[config.mk]
export PLATFORM = sky130hd
export DESIGN_NAME = uart_tx
export DESIGN_NICKNAME = d
export VERILOG_FILES = /design/src/rtl/uart_tx.sv
export SDC_FILE = /design/constraint.sdc
export NUM_CORES = 1
export LEC_CHECK = 0
export ABC_AREA = 1
export CAP_MARGIN = 10
export CORE_AREA = 2 2 56 58
export DETAILED_ROUTE_END_ITERATION = 12
export DIE_AREA = 0 0 58 60
export HOLD_SLACK_MARGIN = 0.02
export PLACE_DENSITY = 0.76
export SLEW_MARGIN = 30
export SYNTH_ARGS = -nofsm -noshare
export SYNTH_HDL_FRONTEND = slang
export SYNTH_SLANG_ARGS = --single-unit
[constraint.sdc]
create_clock -name clk -period 1.8 [get_ports clk]
set_input_delay 0.36 -clock clk [delete_from_list [all_inputs] [get_ports clk]]
set_output_delay 0.36 -clock clk [all_outputs]
set_load 0.1 [all_outputs]
[src/rtl/uart_tx.sv]
// UART transmitter: accepts one byte over valid/ready and serializes it as an
// 8N1 frame (8E1 when PARITY_EN is set), LSB first, with a registered line output.
module uart_tx #(
  parameter int DIV       = 868,
  parameter int PARITY_EN = 0
) (
  input  logic       clk,
  input  logic       rst,
  input  logic [7:0] tx_data_i,
  input  logic       tx_valid_i,
  output logic       tx_ready_o,
  output logic       tx_o,
  output logic       busy_o,
  output logic       done_o
);

  localparam int CW = $clog2(DIV);
  localparam logic [CW-1:0] CNT_MAX = CW'(DIV - 1);

  typedef enum logic [2:0] {IDLE, START, DATA, PARITY, STOP} state_e;

  state_e        state_q, state_d;
  logic [CW-1:0] cnt_q, cnt_d;
  logic [2:0]    idx_q, idx_d;
  logic [7:0]    data_q, data_d;
  logic          tx_q, tx_d;
  logic          ready_q, ready_d;
  logic          busy_q, busy_d;
  logic          done_q, done_d;
  logic          tick;

  assign tick = (cnt_q == CNT_MAX);

  always_comb begin
    state_d = state_q;
    cnt_d   = cnt_q;
    idx_d   = idx_q;
    data_d  = data_q;
    tx_d    = tx_q;
    ready_d = ready_q;
    busy_d  = busy_q;
    done_d  = 1'b0;

    // Bit-period counter wraps on each tick, which is also every state change
    if (state_q != IDLE) begin
      cnt_d = tick ? '0 : cnt_q + 1'b1;
    end

    case (state_q)
      IDLE: begin
        tx_d    = 1'b1;
        busy_d  = 1'b0;
        ready_d = 1'b1;
        if (tx_valid_i && ready_q) begin
          data_d  = tx_data_i;
          state_d = START;
          tx_d    = 1'b0;
          ready_d = 1'b0;
          busy_d  = 1'b1;
          cnt_d   = '0;
          idx_d   = 3'd0;
        end
      end
      START: begin
        if (tick) begin
          state_d = DATA;
          tx_d    = data_q[0];
          idx_d   = 3'd0;
        end
      end
      DATA: begin
        if (tick) begin
          if (idx_q == 3'd7) begin
            if (PARITY_EN != 0) begin
              state_d = PARITY;
              tx_d    = ^data_q;
            end else begin
              state_d = STOP;
              tx_d    = 1'b1;
            end
          end else begin
            idx_d = idx_q + 3'd1;
            tx_d  = data_q[idx_q + 3'd1];
          end
        end
      end
      PARITY: begin
        if (tick) begin
          state_d = STOP;
          tx_d    = 1'b1;
        end
      end
      STOP: begin
        if (tick) begin
          state_d = IDLE;
          tx_d    = 1'b1;
          busy_d  = 1'b0;
          ready_d = 1'b1;
          done_d  = 1'b1;
        end
      end
      default: begin
        state_d = IDLE;
        tx_d    = 1'b1;
        busy_d  = 1'b0;
      end
    endcase
  end

  // Reset forces the line high so an aborted frame never glitches low
  always_ff @(posedge clk or negedge rst) begin
    if (!rst) begin
      state_q <= IDLE;
      cnt_q   <= '0;
      idx_q   <= 3'd0;
      data_q  <= 8'h00;
      tx_q    <= 1'b1;
      ready_q <= 1'b0;
      busy_q  <= 1'b0;
      done_q  <= 1'b0;
    end else begin
      state_q <= state_d;
      cnt_q   <= cnt_d;
      idx_q   <= idx_d;
      data_q  <= data_d;
      tx_q    <= tx_d;
      ready_q <= ready_d;
      busy_q  <= busy_d;
      done_q  <= done_d;
    end
  end

  assign tx_o       = tx_q;
  assign tx_ready_o = ready_q;
  assign busy_o     = busy_q;
  assign done_o     = done_q;

endmodule

==> results.ini, run 1 <==
[outcome]
status = finished clean

[layout]
multi_input_area_um2 = 734
layout_commonest_cell = nand2_1
fin_nets = 237
drive_above_1_share_pct = 15.8
fillers = 276
instances_no_fill = 255
final_util_pct = 62.8
final_cell_mix = 61 x nand2_1, 27 x dfrtp_1, 26 x nor2_1, 19 x inv_1, 19 x nand3_1
synthToLayoutAreaGrowth_pct = 17.6
regArea_um2 = 702
antenna_cells = 0

[cts]
root_buffer = clkbuf_4
clockBufferDepth = 2
hold_buffers = 0
cts_tree = yes
cts_sinks = 28
htree_levels = 1
ctsResizeCount = 0
cts_setup_buffers = 0
cts_buffers = 3
clk_pin_slew_worst_paths_ns = 0.15
clock_latency_ns = 0.32

[synth]
ys_seq_elements = 28
synthTopCellsByArea = dfrtp_1 44%, nand2_1 15%, nor2_1 6.3%, nand3_1 6.1%, inv_1 4.6%
synth_edf_count = 0
syn-cell-area_um2 = 1550
synth_top_area_share_pct = 43.6
syn-num-nets = 216
seq_area_frac_synth_pct = 45.3
synth_cell_types = 28
avgSynthCellArea_um2 = 7.67
synth_flop_cell = dfrtp_1
yosysWarnings = 0
synthCells = 202
synth_top_area_cell = dfrtp_1
synthArstFlopShare_pct = 100

[timing]
worst_slew_pin_slew_ns = 0.354
rsz0062_at_grt = false
max_freq_ghz = 0.621
setup_viol = 0
slew_headroom_pct = 76.4
maxSlewViolCount = 0
hold_violations = 0
setup_ws_ns = 0.190
period_share_pct = 89.5
clock_skew_ns = 0.00176
fin_crit_ns = 1.61
timing.setup.tns_ns = 0

[setup_path]
r2r-start = cnt_q[0]$_DFF_PN0_
slowest_stage = dfrtp_1
start_kind = flop
worstPathCellList = ha_1 -> nand2_1 -> nor2_1 -> nand3_1 -> nand2_1 -> inv_2 -> nor2_1 -> nor2_1
end_kind = flop
crit_end = cnt_q[8]$_DFF_PN0_
criticalPathCategory = reg -> reg
slowest_delay_ns = 0.44
reg2regPathDepth = 8
r2r_setup_slack_ns = 0.19
crit_arrival_ns = 1.84
worst_ep_required_time_ns = 2.03
r2r_end = cnt_q[8]$_DFF_PN0_
path_common_cell = nor2_1
cp_max_fo = 5
crit_start = cnt_q[0]$_DFF_PN0_

[grt]
grt_pass1_wl_um = 5390
grt_start_max_net_pins = 29
met3_usage_pct = 2.16
grt_util_all_layers_pct = 20.2
met2_usage_pct = 33.9
met1_usage_pct = 26.2
antenna_found_initial = 0
grt_pass1_vias = 1320
grt_overflow = 0
busiest_layer = met2

[power_and_ir_drop]
powerDensity_nw_per_um2 = 535
p_total_uw = 976
power_leakage_nw = 0.904
ir_worst_vdd_mv = 0.363

[floorplan]
num_rows = 20
design.die.area_um2 = 3480
core_um2 = 2900
die_h_um = 60
die_w_um = 58
start_util_pct = 53.4
ioPinCount = 15

[drt]
ant_nets = 0
wl_um = 2920
route.detailed.wl_per_inst_um = 11.5
drc = 0
vias_per_cell = 5.15
firstDrtPassIters = 4
drtIter0Drc = 44
dr_total_vias = 1313

[placement]
place.gp.congestion = 0.857
post-dp-hpwl_um = 2240
portBuffers = 14
place_inst = 251
pre_cts_slack_ns = 0.170

[flow_run]
maxCapViolCount = 0

[hold_path]
hold_path.class = in -> async

==> flip-flops by register name, summed over array words and instances (netlist names) <==
signal and count:
cnt_q 10, data_q 8, idx_q 3, state_q 3, busy_o 1, done_o 1, tx_o 1, tx_ready_o 1
==> cells by family (layout without fill, tap and decap cells) <==
logic type,after synthesis,count (layout),synth area share [%]
flops,28,28,45.3
simple gates,119,119,34.1
fa+ha+maj,3,3,2.42
compound gates,20,20,8.64
buf+inv,28,48,7.34
xor+xnor,4,4,2.26
==> metrics by stage <==
stage | hold WS [ns] | area (µm²)
global route | 0.403 | 1820
detailed placement | 0.469 | 1790
CTS | 0.393 | 1820
finish | 0.395 | 1820
floorplan | 0.0644 | 1550
global placement | 0.462 | 1790
==> final cells by class <==
class / count / share of cell area (%)
Clock buffer: 4 / 1.99
Inverter: 26 / 5.42
Multi-Input combinational cell: 146 / 40.3
Sequential cell: 28 / 38.5
Tap cell: 33 / 2.26
Timing Repair Buffer: 18 / 11.5
==> critical path: cells and delay by family, from the launching register on <==
| family | cells | cell delay [ns] |
|---|---|---|
| fa+ha+maj | 1 | 0.22 |
| buf+inv | 1 | 0.09 |
| flops | 1 | 0.44 |
| simple gates | 6 | 0.77 |
==> worst min path at each step <==
stage                            to  cells after the start  slack [ns]
2_1_floorplan    busy_o$_DFFE_PN0P_                      0        0.06
3_3_place_gp     cnt_q[9]$_DFF_PN0_                      2        0.46
3_5_place_dp   idx_q[1]$_DFFE_PN0P_                      2        0.47
4_1_cts          cnt_q[3]$_DFF_PN0_                      2        0.39
5_1_grt          cnt_q[3]$_DFF_PN0_                      2        0.40
6_report         cnt_q[3]$_DFF_PN0_                      2        0.39
==> layer usage <==
metal | wire length (µm) | share of wire [%]
met2 | 1360 | 46
met4 | 47 | 1.6
met5 | 0 | 0
met1 | 1440 | 49
met3 | 74 | 2.5
==> where the power goes <==
group | switching, mW | leakage [nW] | internal (mW) | total [mW]
clock | 0.183 | 0.0210 | 0.124 | 0.307
combinational | 0.0184 | 0.547 | 0.0212 | 0.0396
sequential | 0 | 0.336 | 0.629 | 0.629
total | 0.201 | 0.904 | 0.774 | 0.976
==> cells in the mapped netlist, drive strengths merged (3+ instances only) <==
master,n
nor2,28
o21ai,14
dfrtp,27
inv,25
nand3,22
xor2,4
ha,3
a21oi,4
nand2,63
nand4,3
(Power assumes the default switching activity.)
==> run 2: changes to the inputs <==
--- a/config.mk
+++ b/config.mk
@@ -8,6 +8,7 @@
 export ABC_AREA = 1
 export CAP_MARGIN = 10
 export CORE_AREA = 2 2 56 58
+export CTS_CLUSTER_DIAMETER = 30
 export DETAILED_ROUTE_END_ITERATION = 12
 export DIE_AREA = 0 0 58 60
 export HOLD_SLACK_MARGIN = 0.02
@@ -16,3 +17,4 @@
 export SYNTH_ARGS = -nofsm -noshare
 export SYNTH_HDL_FRONTEND = slang
 export SYNTH_SLANG_ARGS = --single-unit
+export TNS_END_PERCENT = 5
==> results of run 2 <==
Final layout, timing and power as in run 1 (identical DEF).
==> run 3: changes to the inputs <==
--- a/config.mk
+++ b/config.mk
@@ -6,13 +6,14 @@
 export NUM_CORES = 1
 export LEC_CHECK = 0
 export ABC_AREA = 1
-export CAP_MARGIN = 10
+export CAP_MARGIN = 20
 export CORE_AREA = 2 2 56 58
 export CTS_CLUSTER_DIAMETER = 30
 export DETAILED_ROUTE_END_ITERATION = 12
 export DIE_AREA = 0 0 58 60
 export HOLD_SLACK_MARGIN = 0.02
 export PLACE_DENSITY = 0.76
+export SKIP_LAST_GASP = 1
 export SLEW_MARGIN = 30
 export SYNTH_ARGS = -nofsm -noshare
 export SYNTH_HDL_FRONTEND = slang
==> results of run 3 <==
Final layout, timing and power as in run 1 (identical DEF).
